[src/rtl/osd_msg_ctrl.sv]
// osd_msg_ctrl: clears the OSD character RAM, copies a ROM message into it at its
// start cursor, then keeps the overlay active for a number of vblank frames.
module osd_msg_ctrl #(
  parameter int SCREEN_COLS = 32,
  parameter int SCREEN_ROWS = 32,
  parameter logic [7:0] BLANK_CHAR = 8'h20,
  parameter int DISPLAY_FRAMES = 180
) (
  input  logic        clk,
  input  logic        reset,
  input  logic        vblank,
  input  logic        req_valid,
  input  logic [3:0]  req_msg_id,
  output logic        req_ready,
  input  logic        cancel,
  output logic [11:0] rom_addr,
  input  logic [7:0]  rom_data,
  output logic        ram_we,
  output logic [10:0] ram_addr,
  output logic [7:0]  ram_data,
  output logic        osd_active,
  output logic        busy
);
  localparam int CW = $clog2(SCREEN_COLS);
  localparam int RW = $clog2(SCREEN_ROWS);
  localparam int AW = CW + RW;
  typedef enum logic [2:0] {IDLE, CLEAR, HDR_ROW, HDR_COL, COPY, SHOW} state_t;
  state_t state_q, state_d;
  logic [11:0] rom_addr_q, rom_addr_d;
  logic [AW-1:0] pos_q, pos_d;
  logic [15:0] frame_q, frame_d;
  logic vb_q, osd_q, osd_d, vb_rise;
  logic [7:0] wdata;
  // rom_addr always runs one byte ahead of rom_data; the cursor {row,col} wraps naturally
  always_comb begin
    state_d = state_q;
    rom_addr_d = rom_addr_q;
    pos_d = pos_q;
    frame_d = frame_q;
    ram_we = 1'b0;
    wdata = BLANK_CHAR;
    vb_rise = vblank && !vb_q;
    req_ready = (state_q == IDLE || state_q == SHOW) && !cancel;
    case (state_q)
      CLEAR: begin
        ram_we = 1'b1;
        pos_d = pos_q + 1'b1;
        if (&pos_q) begin
          state_d = HDR_ROW;
          rom_addr_d[7:0] = 8'd1;
        end
      end
      HDR_ROW: begin
        pos_d = {rom_data[RW-1:0], pos_q[CW-1:0]};
        rom_addr_d[7:0] = rom_addr_q[7:0] + 8'd1;
        state_d = HDR_COL;
      end
      HDR_COL: begin
        pos_d = {pos_q[AW-1:CW], rom_data[CW-1:0]};
        rom_addr_d[7:0] = rom_addr_q[7:0] + 8'd1;
        state_d = COPY;
      end
      COPY: begin
        rom_addr_d[7:0] = rom_addr_q[7:0] + 8'd1;
        if (rom_data == 8'd0) state_d = SHOW;
        else begin
          ram_we = 1'b1;
          wdata = rom_data;
          pos_d = pos_q + 1'b1;
          if (rom_addr_q[7:0] == 8'd0) state_d = SHOW;
        end
      end
      SHOW: begin
        if (vb_rise) begin
          frame_d = frame_q + 16'd1;
          if (DISPLAY_FRAMES != 0 && frame_d == 16'(DISPLAY_FRAMES)) state_d = IDLE;
        end
      end
      default: ;
    endcase
    if (req_valid && req_ready) begin
      state_d = CLEAR;
      rom_addr_d = {req_msg_id, 8'd0};
      pos_d = '0;
      frame_d = 16'd0;
    end
    if (cancel) state_d = IDLE;
    osd_d = state_d == SHOW;
    ram_addr = ram_we ? 11'(pos_q) : 11'd0;
    ram_data = ram_we ? wdata : 8'd0;
  end
  always_ff @(posedge clk or posedge reset) begin
    if (reset) begin
      state_q <= IDLE;
      rom_addr_q <= 12'd0;
      pos_q <= '0;
      frame_q <= 16'd0;
      vb_q <= 1'b0;
      osd_q <= 1'b0;
    end else begin
      state_q <= state_d;
      rom_addr_q <= rom_addr_d;
      pos_q <= pos_d;
      frame_q <= frame_d;
      vb_q <= vblank;
      osd_q <= osd_d;
    end
  end
  assign rom_addr = rom_addr_q;
  assign osd_active = osd_q;
  assign busy = state_q != IDLE;
endmodule

[config.mk]
export PLATFORM = sky130hd
export DESIGN_NAME = osd_msg_ctrl
export DESIGN_NICKNAME = d
export VERILOG_FILES = /design/src/rtl/osd_msg_ctrl.sv
export SDC_FILE = /design/constraint.sdc
export NUM_CORES = 1
export LEC_CHECK = 0
export CAP_MARGIN = 25
export CORE_MARGIN = 1.5
export CORE_UTILIZATION = 47
export CTS_BUF_LIST = sky130_fd_sc_hd__clkbuf_2 sky130_fd_sc_hd__clkbuf_4 sky130_fd_sc_hd__clkbuf_8
export DETAILED_ROUTE_END_ITERATION = 16
export HOLD_SLACK_MARGIN = 0.15
export PLACE_DENSITY = 0.73
export SYNTH_ARGS = -nofsm -noshare
export SYNTH_HDL_FRONTEND = slang
export SYNTH_SLANG_ARGS = --single-unit
[constraint.sdc]
create_clock -name clk -period 2.7 [get_ports clk]
set_input_delay 0.27 -clock clk [delete_from_list [all_inputs] [get_ports clk]]
set_output_delay 0.27 -clock clk [all_outputs]
set_load 0.05 [all_outputs]
# == Word level (Yosys, flattened, before mapping) ==
# Index checks and enable logic that the tools add are counted.
# totals
regBits,43
in_bits,17
output_inout_bits,35
elab_cells,66
# classes
addsub,3
eq_ne,11
mux,23
n_reduce_logical,21
# ops
operator,count
two-way mux 16 bit,3
two-way mux 8 bit,5
case mux 10 bit (4 select lines),1
two-way mux 10 bit,3
two-way mux 3 bit,7
"adder 16 x 1 -> 16 bit, second input constant",1
"== test 16 x 8 -> 1 bit, second input constant",1
zero test 8 bit,2
case mux 8 bit (2 select lines),1
case mux 3 bit (5 select lines),1
"adder 10 x 1 -> 10 bit, second input constant",1
AND reduction 10 bit,1
"== test 3 bit, second input constant",3
"adder 8 x 1 -> 8 bit, second input constant",1
nonzero test 4 bit,2
"== test 3 x 2 -> 1 bit, second input constant",2
"!= test 3 bit, second input constant",2
AND reduction 3 bit,2
nonzero test 3 bit,2
"!= test 2 bit, second input constant",2
AND reduction 2 bit,2
nonzero test 2 bit,2
"== test 3 x 1 -> 1 bit, second input constant",1
logical AND 1 bit,3
other kinds (6),7

# == Logic depth before layout (Yosys ltp) ==
# logic_depth
depth_word,8
ltp_mapped,9
ltp_nobuf,8

# == Worst setup path after synthesis ==
# No wires, ideal clock.
# synth_path
kind,register -> output
from,register state_q[1]
to,output ram_addr[2]
arrival_ns,1.924
required_ns,2.430
slack_ns,0.506
stages_incl_launch_ff,7
path_buffers,1
cell_sequence,dfrtp_1 -> clkbuf_1 -> nor2b_1 -> nand2_1 -> o21ai_2 -> nand2_1 -> nor2_1
# synth_between
elab_chain_cells,3
elab_cells_between_ends,4
# synth_lines
element,line,rtl
"start, declared",28,"state_t state_q, state_d;"
"start signal, assigned",101,state_q <= state_d;
== test 3 bit or == test 3 x 1 -> 1 bit (tied branches),44,case (state_q)
case mux 1 bit (2 select lines) (*),44,
two-way mux 10 bit (*),89,ram_addr = ram_we ? 11'(pos_q) : 11'd0;
"end, declared",19,"output logic [10:0] ram_addr,"
# Mark *: on every way between the ends. The rest lies on a longest branch, timed or not.

# == Final worst setup path ==
# layout_path
from,input rom_data[5]
to,output ram_addr[2]
# layout_between
elab_chain_cells,4
# layout_lines
element,line,rtl
"start, declared",17,"input logic [7:0] rom_data,"
zero test 8 bit,65,if (rom_data == 8'd0) state_d = SHOW;
two-way mux 1 bit,65,
case mux 1 bit (2 select lines),44,
two-way mux 10 bit,89,
# No other way between the ends.

==> impl_metrics.py <==
metrics = {
    "clock_network": {
        "latest_clock_arrival_within_the_worst_skew_pair_ns": 0.30,
        "cts_tree": "built",
        "cts_max_path_buffers": 2,
        "clock_sink_count": 43,
        "cts_root_buffer": "sky130_fd_sc_hd__clkbuf_8",
        "ctsHtreeMaxLevel": 2,
        "cts_setup_buffers": 0,
        "tritoncts.num_buffers": 5,
        "clkTransAtPathRegs_ns": 0.09,
    },
    "power_and_ir_drop": {
        "pwr-share-seq_pct": 46.2,
        "clk_network_pwr_share_pct": 29.1,
        "internal_power_mw": 1.07,
        "p_leak_nw": 1.56,
        "peak_supply_drop_uv": 351,
        "netSwitchingPower_mw": 0.508,
        "share_comb_of_total_power_pct": 24.7,
        "power.density_mw_per_mm2": 433,
        "power_switching_share_pct": 32.2,
    },
    "sta": {
        "worst_slew_margin_rel_pct": 41.6,
        "maxSlewViolCount": 0,
        "unrepaired_setup_endpoints_after_global_routing": "no",
        "clock-skew-final_ns": 0.0132,
        "final_hold_viol_count": 0,
        "final.setup.tns_ns": 0,
        "clock.fmax_mhz": 400,
        "worstMarginPinSlew_ns": 0.871,
        "fin_hold_ws_ns": 0.358,
        "period_share_pct": 92.6,
        "period_needed_ns": 2.50,
        "finalSetupViolations": 0,
    },
    "route": {
        "drc": 0,
        "wirelength_um": 7210,
        "drt-pass1-iter-count": 5,
        "routedWlPerCell_um": 15.5,
        "num_vias": 2743,
        "number_of_nets_with_antenna_violations_after_routing": 0,
        "initialDrtViolationCount": 190,
        "vias_per_cell": 5.89,
    },
    "synth": {
        "most_instantiated_flip_flop_cell_in_the_synthesis_netlist": "sky130_fd_sc_hd__dfrtp_1",
        "netlist.top_cell.by_area": "sky130_fd_sc_hd__dfrtp_1",
        "synth_top_cell_area_share_pct": 37.7,
        "syn-num-nets": 359,
        "ys_async_sr_fraction_pct": 100,
        "yosys.cell_types.count": 62,
        "synth-edff-count": 0,
        "flop_and_latch_count_out_of_synthesis": 43,
        "seq_area_frac_synth_pct": 37.7,
        "number_of_instances_in_the_synthesized_netlist": 337,
        "yosys-top-cells-area": "sky130_fd_sc_hd__dfrtp_1 38%, sky130_fd_sc_hd__nor2_1 5.9%, sky130_fd_sc_hd__and3_1 4.4%, sky130_fd_sc_hd__o21ai_0 4.0%, sky130_fd_sc_hd__nand2_1 3.8%",
        "synth_warnings": 0,
        "synthesis.area_sq_mm": 0.00285,
        "postSynthAreaPerCell_sq_um": 8.47,
    },
    "floorplan": {
        "floorplan.die_area_sq_mm": 0.00655,
        "design.core.area_sq_mm": 0.00589,
        "top_level_ports": 52,
        "initial_core_util_pct": 48.5,
        "number_of_rows_created_at_floorplan": 28,
        "die_w_um": 80.9,
        "die_h_um": 80.9,
    },
    "worst_setup_path": {
        "endpoint_type_of_the_worst_setup_path": "output pin",
        "timing.critical_path.cells": "clkdlybuf4s50_1 -> or4_1 -> nor2_2 -> o21ai_4 -> nand2_1 -> nor2_1 -> buf_12",
        "critical_path_start_type": "input pin",
        "cp.arrival_ns": 2.23,
        "timing.critical_path.required_ns": 2.43,
        "rrSetupSlack_ns": 0.30,
        "worstPathMaxFanout": 16,
        "critPathKind": "input pin to output pin",
        "critical_path.slowest_cell": "sky130_fd_sc_hd__or4_1",
        "critical-path-max-stage-delay_ns": 0.56,
    },
    "placed_design": {
        "place_congestion": 0.930,
        "numPortBuffers": 50,
        "detailedPlacementHpwl_um": 5330,
    },
    "cells_and_area": {
        "areaGrowthSynthToFinish_pct": 27.7,
        "layout-drive-gt1-share_pct": 14.8,
        "final_net_count": 412,
        "insertedDiodeCount": 0,
    },
    "run_status": {
        "result_of_the_run": "finished, final reports clean",
    },
    "grt": {
        "remaining_overflow_grt": 0,
        "grt_util_all_layers_pct": 22.8,
        "antenna_found_initial": 0,
        "grt_start_max_net_pins": 26,
        "first_pass_grt_wire_length_um": 11600,
        "first_global_vias": 2425,
    },
    "worst_hold_path": {
        "timing.hold.worst.class": "input pin to asynchronous set/reset pin",
    },
    "flow_run": {
        "drv_cap": 0,
    },
}
-- final timing paths --
check                       startpoint           to  cells after the start
max                        rom_data[5]  ram_addr[2]                      7
min                              reset   frame_q[8]                      2
max reg2reg                 frame_q[0]   osd_active                      8
min reg2reg                rom_addr[9]  rom_addr[9]                      1
max in group asynchronous        reset     pos_q[1]                      3
min in group clk                vblank         vb_q                      1
-- logic make-up after synthesis --
group                    after synthesis  synth area share, %
adder cells (fa/ha/maj)                5                 2.19
flip-flops                            43                 37.7
XOR/XNOR                              22                 6.75
multiplexers                           5                 1.93
other                                  1                0.131
buffers and inverters                 30                 5.53
AND/OR/NAND/NOR                      156                 28.5
AO/OA/AOI/OAI                         75                 17.2
-- power by group through the flow --
stage	sequential, mW	combinational (mW)	clock, mW
finish	0.730	0.390	0.459
global route	0.735	0.419	0.502
CTS	0.729	0.391	0.472
detailed placement	0.741	0.390	0
global placement	0.738	0.386	0
floorplan	0.824	0.153	0
-- cell usage in the layout, fill, tap and decap left out, types with 7 or more instances in the layout --
cell type | synthesis | layout
sky130_fd_sc_hd__buf_12 | 0 | 11
sky130_fd_sc_hd__nor2_1 | 45 | 44
sky130_fd_sc_hd__xor2_1 | 12 | 12
sky130_fd_sc_hd__o21ai_0 | 23 | 23
sky130_fd_sc_hd__a21oi_1 | 16 | 16
sky130_fd_sc_hd__inv_1 | 11 | 10
sky130_fd_sc_hd__clkbuf_8 | 2 | 7
sky130_fd_sc_hd__dfrtp_1 | 43 | 43
sky130_fd_sc_hd__nand2_1 | 29 | 29
sky130_fd_sc_hd__clkdlybuf4s50_1 | 0 | 32
sky130_fd_sc_hd__buf_4 | 2 | 20
sky130_fd_sc_hd__a31oi_1 | 7 | 7
sky130_fd_sc_hd__nand3_1 | 15 | 15
sky130_fd_sc_hd__and3_1 | 20 | 20
sky130_fd_sc_hd__xnor2_1 | 10 | 10
sky130_fd_sc_hd__nor3_1 | 9 | 9
-- repair_timing --
action,in CTS,in global routing
setup endpoints to repair,0,3
hold buffers,0,0
resized for setup,0,2
-- worst max-delay path, delay by kind of cell --
| family | cells | cell delay [ns] |
|---|---|---|
| AO/OA/AOI/OAI | 1 | 0.16 |
| buffers and inverters | 2 | 0.62 |
| AND/OR/NAND/NOR | 4 | 1.18 |
-- cells in the mapped netlist (2+ instances only) --
cell,n
sky130_fd_sc_hd__buf_2,2
sky130_fd_sc_hd__buf_4,2
sky130_fd_sc_hd__or4_1,3
sky130_fd_sc_hd__nand3_1,15
sky130_fd_sc_hd__mux2_2,4
sky130_fd_sc_hd__a22oi_1,2
sky130_fd_sc_hd__o21ai_1,2
sky130_fd_sc_hd__xor2_1,12
sky130_fd_sc_hd__nor3b_1,2
sky130_fd_sc_hd__a32oi_1,3
sky130_fd_sc_hd__inv_1,11
sky130_fd_sc_hd__o22ai_1,2
sky130_fd_sc_hd__nor3_1,9
sky130_fd_sc_hd__buf_6,2
sky130_fd_sc_hd__ha_1,5
sky130_fd_sc_hd__a31oi_1,7
sky130_fd_sc_hd__nand2_1,29
sky130_fd_sc_hd__nor2_1,45
sky130_fd_sc_hd__dfrtp_1,43
sky130_fd_sc_hd__clkbuf_8,2
sky130_fd_sc_hd__xnor2_1,10
sky130_fd_sc_hd__or3_1,4
sky130_fd_sc_hd__o211ai_1,2
sky130_fd_sc_hd__o21ai_0,23
sky130_fd_sc_hd__a22o_1,3
sky130_fd_sc_hd__nor4_1,5
sky130_fd_sc_hd__and3_1,20
sky130_fd_sc_hd__nand4_1,6
sky130_fd_sc_hd__nor3_2,3
sky130_fd_sc_hd__a21oi_1,16
sky130_fd_sc_hd__clkbuf_1,8
sky130_fd_sc_hd__nor2b_1,5
-- final cells by class --
class | instances | area (sq um)
repair buffers | 63 | 691
inverters | 13 | 48.8
clock buffers | 8 | 104
multi-input cells | 264 | 1630
fillers | 508 | 2240
well taps | 75 | 93.8
flip-flops and latches | 43 | 1080
-- flip-flops by register name, summed over array words and instances, names as in the netlist --
register    count
frame_q        16
rom_addr       12
pos_q          10
state_q         3
osd_active      1
vb_q            1
-- through the flow --
step | total power [mW] | area, sq um | setup slack, ns | std cells | utilization [%]
floorplan | 0.977 | 2850 | 0.506 | 337 | -
global placement | 1.12 | 3530 | 0.203 | 458 | 59.9
detailed placement | 1.13 | 3530 | 0.133 | 458 | 59.9
CTS | 1.59 | 3630 | 0.0947 | 466 | 61.7
global route | 1.66 | 3640 | 0.0172 | 466 | 61.9
finish | 1.58 | 3640 | 0.200 | 466 | 61.9
-- routing by layer --
| layer | up-vias | share of wire, % | track usage, % |
|---|---|---|---|
| li1 | 1311 | - | - |
| met1 | 1328 | 47 | 33.2 |
| met5 | - | 0 | 0 |
| met3 | 9 | 5.3 | 4.04 |
| met2 | 95 | 46 | 34.7 |
| met4 | 0 | 1.4 | 6.38 |
Note: power is estimated with default switching activity, not from simulation.
